### src/rtl/mux_nto1_stream_pkg.sv
// Shared types and helpers for the N-to-1 stream multiplexer.
package mux_pkg;

  typedef enum logic {ARB_SEL, ARB_RR} arb_mode_e;

  // Widest one-hot vector onehot2idx accepts; narrower callers zero-extend.
  localparam int MAX_CH = 256;

  function automatic int onehot2idx(input logic [MAX_CH-1:0] oh);
    int idx;
    idx = 0;
    for (int i = 0; i < MAX_CH; i++)
      if (oh[i]) idx = idx | i;
    return idx;
  endfunction

endpackage

### src/rtl/mux_nto1_stream_rr_arbiter.sv
// Round-robin arbiter: grants the first requester at or after the pointer,
// pointer moves past the granted channel when told to advance.
module rr_arbiter
  import mux_pkg::*;
#(
  parameter int N_CH = 8,
  localparam int SEL_W = $clog2(N_CH)
) (
  input  logic             clk,
  input  logic             rst,
  input  logic [N_CH-1:0]  req,
  input  logic             adv,
  input  logic [SEL_W-1:0] adv_idx,
  output logic [N_CH-1:0]  grant,
  output logic [SEL_W-1:0] grant_idx
);

  logic [SEL_W-1:0] ptr;
  logic             found;

  // Scan two laps of the request vector so the wrap is handled without modulo on ptr.
  always_comb begin
    grant = '0;
    found = 1'b0;
    for (int i = 0; i < 2 * N_CH; i++) begin
      if (i >= int'(ptr) && req[i % N_CH] && !found) begin
        grant[i % N_CH] = 1'b1;
        found = 1'b1;
      end
    end
  end

  assign grant_idx = SEL_W'(onehot2idx(MAX_CH'(grant)));

  always_ff @(posedge clk) begin
    if (rst)
      ptr <= '0;
    else if (adv)
      ptr <= (int'(adv_idx) == N_CH - 1) ? '0 : adv_idx + 1'b1;
  end

endmodule

### src/rtl/mux_nto1_stream.sv
// N-to-1 valid/ready stream mux with select or round-robin arbitration and a registered output.
// Optional packet lock (grant held until in_last) enabled by defining MUX_STREAM_PKT_LOCK_EN.
module mux_nto1_stream
  import mux_pkg::*;
#(
  parameter int        N_CH     = 8,
  parameter int        WIDTH    = 2,
  parameter arb_mode_e ARB_MODE = ARB_SEL,
  localparam int       SEL_W    = $clog2(N_CH)
) (
  input  logic                  clk,
  input  logic                  rst,
  input  logic [SEL_W-1:0]      sel_i,
  input  logic [N_CH-1:0]       in_valid,
  input  logic [N_CH*WIDTH-1:0] in_data,
  input  logic [N_CH-1:0]       in_last,
  output logic [N_CH-1:0]       in_ready,
  output logic                  out_valid,
  output logic [WIDTH-1:0]      out_data,
  output logic [SEL_W-1:0]      out_ch,
  output logic                  out_last,
  input  logic                  out_ready
);

  logic [N_CH-1:0][WIDTH-1:0] ch_data;
  logic [N_CH-1:0]            sel_grant, rr_grant, grant;
  logic [SEL_W-1:0]           rr_idx, grant_idx;
  logic [WIDTH-1:0]           acc_data;
  logic                       load_en, accept, acc_last, adv;

`ifdef MUX_STREAM_PKT_LOCK_EN
  logic             locked;
  logic [SEL_W-1:0] lock_ch;
`endif

  for (genvar k = 0; k < N_CH; k++) begin : g_unpack
    assign ch_data[k] = in_data[k*WIDTH +: WIDTH];
  end

  assign load_en   = !out_valid || out_ready;
  assign sel_grant = (int'(sel_i) < N_CH) ? (N_CH'(1) << sel_i) : '0;

  rr_arbiter #(.N_CH(N_CH)) u_rr (
    .clk       (clk),
    .rst       (rst),
    .req       (in_valid),
    .adv       (adv),
    .adv_idx   (grant_idx),
    .grant     (rr_grant),
    .grant_idx (rr_idx)
  );

  always_comb begin
    if (ARB_MODE == ARB_RR) begin
      grant     = rr_grant;
      grant_idx = rr_idx;
    end else begin
      grant     = sel_grant;
      grant_idx = sel_i;
    end
`ifdef MUX_STREAM_PKT_LOCK_EN
    if (locked) begin
      grant     = N_CH'(1) << lock_ch;
      grant_idx = lock_ch;
    end
`endif
  end

  // AND-OR select keeps out-of-range sel_i from indexing past the channel array.
  always_comb begin
    acc_data = '0;
    for (int k = 0; k < N_CH; k++)
      if (grant[k]) acc_data = acc_data | ch_data[k];
  end

  assign acc_last = |(in_last & grant);
  assign in_ready = rst ? '0 : (grant & {N_CH{load_en}});
  assign accept   = |(in_valid & in_ready);

`ifdef MUX_STREAM_PKT_LOCK_EN
  assign adv = accept && acc_last;

  always_ff @(posedge clk) begin
    if (rst) begin
      locked  <= 1'b0;
      lock_ch <= '0;
    end else if (accept) begin
      locked  <= !acc_last;
      lock_ch <= grant_idx;
    end
  end
`else
  assign adv = accept;
`endif

  always_ff @(posedge clk) begin
    if (rst) begin
      out_valid <= 1'b0;
      out_data  <= '0;
      out_ch    <= '0;
      out_last  <= 1'b0;
    end else if (load_en) begin
      out_valid <= accept;
      if (accept) begin
        out_data <= acc_data;
        out_ch   <= grant_idx;
        out_last <= acc_last;
      end
    end
  end

endmodule

### config.mk
export PLATFORM = sky130hd
export DESIGN_NAME = mux_nto1_stream
export DESIGN_NICKNAME = d
export VERILOG_FILES = /design/src/rtl/mux_nto1_stream_pkg.sv /design/src/rtl/mux_nto1_stream_rr_arbiter.sv /design/src/rtl/mux_nto1_stream.sv
export SDC_FILE = /design/constraint.sdc
export NUM_CORES = 1
export LEC_CHECK = 0
export ABC_AREA = 1
export CAP_MARGIN = 15
export CORE_MARGIN = 2
export CORE_UTILIZATION = 35
export DETAILED_ROUTE_END_ITERATION = 8
export GPL_TIMING_DRIVEN = 1
export PLACE_DENSITY = 0.79
export SLEW_MARGIN = 5
export SYNTH_ARGS = -nofsm -noshare
export SYNTH_HDL_FRONTEND = slang
export SYNTH_SLANG_ARGS = --single-unit
export TNS_END_PERCENT = 20
### constraint.sdc
create_clock -name clk -period 2 [get_ports clk]
set_clock_uncertainty 0.1 [all_clocks]
set_input_delay 0.2 -clock clk [delete_from_list [all_inputs] [get_ports clk]]
set_output_delay 0.2 -clock clk [all_outputs]
set_load 0.01 [all_outputs]
==> flow_metrics.tcl, run 1 <==
set metrics [dict create \
    critPathArrivalTime_ps 1810 \
    syn_inst 129 \
    core_sq_um 2170 \
    min_delay_path_depth 2 \
    syn_nets 167 \
    start_util 0.361 \
    drv_cap 0 \
    layout_common_cells "nand2_1, clkdlybuf4s50_1, inv_1, nor3_1, nor2_1" \
    path_cells "clkdlybuf4s50_1 -> buf_4 -> nor2_2 -> nand3_1 -> nand2_2 -> nor2_4 -> buf_12 -> a21oi_1 -> nor2_1" \
    rsz0062_at_grt "no" \
    clock_path_buffers 2 \
    layout.cells.non_filler 220 \
    worst_hold_startpoint "out_ch[2]$_SDFFE_PP0P_" \
    yosysTopAreaCell "nand2_1" \
    tightest_slew_ps 269 \
    clk_pin_slew_ps 50 \
    insertion_delay_ps 250 \
    hold_viol_final 0 \
    antenna_found_initial 0 \
    avgSynthCellArea_sq_um 6.07 \
    pin_count 53 \
    dieArea_sq_um 2630 \
    cp-start-kind "input pin" \
    port_buffers 52 \
    wl_per_cell_um 11.1 \
    timing.rr.start "out_valid$_SDFFE_PP0N_" \
    endpoint_kind "register" \
    via_count 1004 \
    peakVddDrop_uv 422 \
    hold_buffers 0 \
    htree_levels 1 \
    synth_seq_area_share 0.179 \
    syn_area_sq_um 783 \
    fin_ws_ps 228 \
    first_pass_iters 4 \
    layout-drive-gt1-share 0.245 \
    cts_post_setup_buffers_inserted 0 \
    cts.sink_count 7 \
    n_antenna_cell 0 \
    status "finished, final reports clean" \
    viasPerCell 4.56 \
    place_inst 216 \
    synth_cell_types 17 \
    fmaxAchievable_mhz 564 \
    final.period_utilization 0.886 \
    period_minus_slack_ps 1770 \
    hold_path_class "reg2reg" \
    crit_type "in2reg" \
    pre_cts_slack_ps -41.7 \
    hold_ws_ps 368 \
    grt_overflow_total 0 \
    fin_setup_tns_ps 0 \
    grt_pass1_wl_mm 4.05 \
    cp_top_family "buffers and inverters" \
    layout.cells.most_common "nand2_1" \
    place_congestion 0.778 \
    routed_wl_mm 2.45 \
    reg2reg_to "out_ch[0]$_SDFFE_PP0P_" \
    root_buffer "clkbuf_4" \
    fp.dieW_um 51.3 \
    setup_viol 0 \
    ff2ff_path_depth 8 \
    hpwl_mm 2.08 \
    reg2reg_slack_ps 500 \
    slowest_delay_ps 540 \
    rows 17 \
    first_iter_violations 11 \
    area_delta_synth_final_pct 83.5 \
    cts_tree "done" \
    grt_max_degree 13 \
    synth.top_cell.area_share 0.225 \
    slowest_stage "clkdlybuf4s50_1" \
    fillerInstances 210 \
    cts_buffers 3 \
    post-route-drc-count 0 \
    totalPowerFinal_mw 0.566 \
    crit_fanout 12 \
    ant_nets 0 \
    die_y_um 51.3 \
    worst_ep_required_time_ps 2040 \
    crit_buf_inv 3 \
    power_leakage_nw 0.724 \
    power_density_nw_per_um2 394 \
    drv_slew 0 \
    relSlewSlack 0.820 \
    ys_ff_latch 7 \
    synth_warnings 0 \
    grt_util_all_layers 0.203 \
    nets 231 \
    synth_area_leaders "nand2_1, dfxtp_1, nand3_2" \
    grt_pass1_vias 1017 \
    holdPathEnd "out_ch[2]$_SDFFE_PP0P_" \
]
worst min-delay path: stages (launching register included):
cell and delay (ps):
dfxtp_1 330, o21ai_1 70, inv_1 40
cell families (layout without fill, tap and decap cells):
group / Yosys count / after routing / share of synthesized area
and+or+nand+nor: 99 / 99 / 0.639
buffers and inverters: 16 / 79 / 0.109
AOI/OAI and AO/OA: 7 / 7 / 0.0735
DFF: 7 / 7 / 0.179
cells in the mapped netlist:
cell	n
inv_1	9
dfxtp_1	7
o21ai_1	1
buf_6	3
a21oi_1	2
nor2_2	8
inv_4	1
inv_2	3
nor3_1	9
nand3_2	6
nand2_2	8
a21oi_4	1
nor2_1	9
nand3_1	8
nand2_1	47
a21oi_2	3
nor2_4	4
worst max path at each step:
stage                     depth (start not counted)              startpoint  slack, ps                endpoint
final                                             9                sel_i[2]        230  out_ch[0]$_SDFFE_PP0P_
after global routing                              5                     rst        140             in_ready[3]
after CTS                                         6               out_ready          1             in_ready[1]
after detailed placement                          9                sel_i[2]        -40  out_ch[1]$_SDFFE_PP0P_
after global placement                            9                sel_i[2]         30  out_ch[1]$_SDFFE_PP0P_
after floorplan                                   7  out_valid$_SDFFE_PP0N_        610  out_ch[0]$_SDFFE_PP0P_
metrics by stage:
stage          utilization  area, sq um
2_1_floorplan            -          783
3_3_place_gp         0.653         1420
3_5_place_dp         0.653         1420
4_1_cts              0.661         1440
5_1_grt              0.663         1440
6_report             0.663         1440
routing by layer:
layer,part of all wire,global-route usage
met1,0.40,0.201
met2,0.52,0.398
met3,0.072,0.0731
met4,0.0073,0.0439
met5,0,0
power breakdown:
group          internal [mW]  switching, mW
Combinational          0.154          0.117
Sequential             0.155        0.00859
Clock                 0.0763         0.0554
timing repair:
action	4_1_cts	5_1_grt
endpoints found under the setup margin	7	1
resized for setup	7	1
pin swaps	0	0
flip-flops by register name (all words and copies together) (netlist names):
name       flops
out_ch         3
out_data       2
out_last       1
out_valid      1
layout make-up:
cell class | instances | area (sq um) | share of cell area
clock buffers | 4 | 26.3 | 0.0183
flip-flops and latches | 7 | 140 | 0.0975
well taps | 28 | 35.0 | 0.0244
inverters | 13 | 51.3 | 0.0357
repair buffers | 62 | 627 | 0.436
multi-input cells | 106 | 558 | 0.388
Note: power is estimated with default switching activity, not from simulation.
==> run 2: changes to the inputs <==
--- a/config.mk
+++ b/config.mk
@@ -9,10 +9,11 @@
 export CAP_MARGIN = 15
 export CORE_MARGIN = 2
 export CORE_UTILIZATION = 35
+export CTS_CLUSTER_SIZE = 12
 export DETAILED_ROUTE_END_ITERATION = 8
 export GPL_TIMING_DRIVEN = 1
 export PLACE_DENSITY = 0.79
-export SLEW_MARGIN = 5
+export SLEW_MARGIN = 25
 export SYNTH_ARGS = -nofsm -noshare
 export SYNTH_HDL_FRONTEND = slang
 export SYNTH_SLANG_ARGS = --single-unit
==> results of run 2 <==
No change in the layout: final DEF, timing and power equal those of run 1.
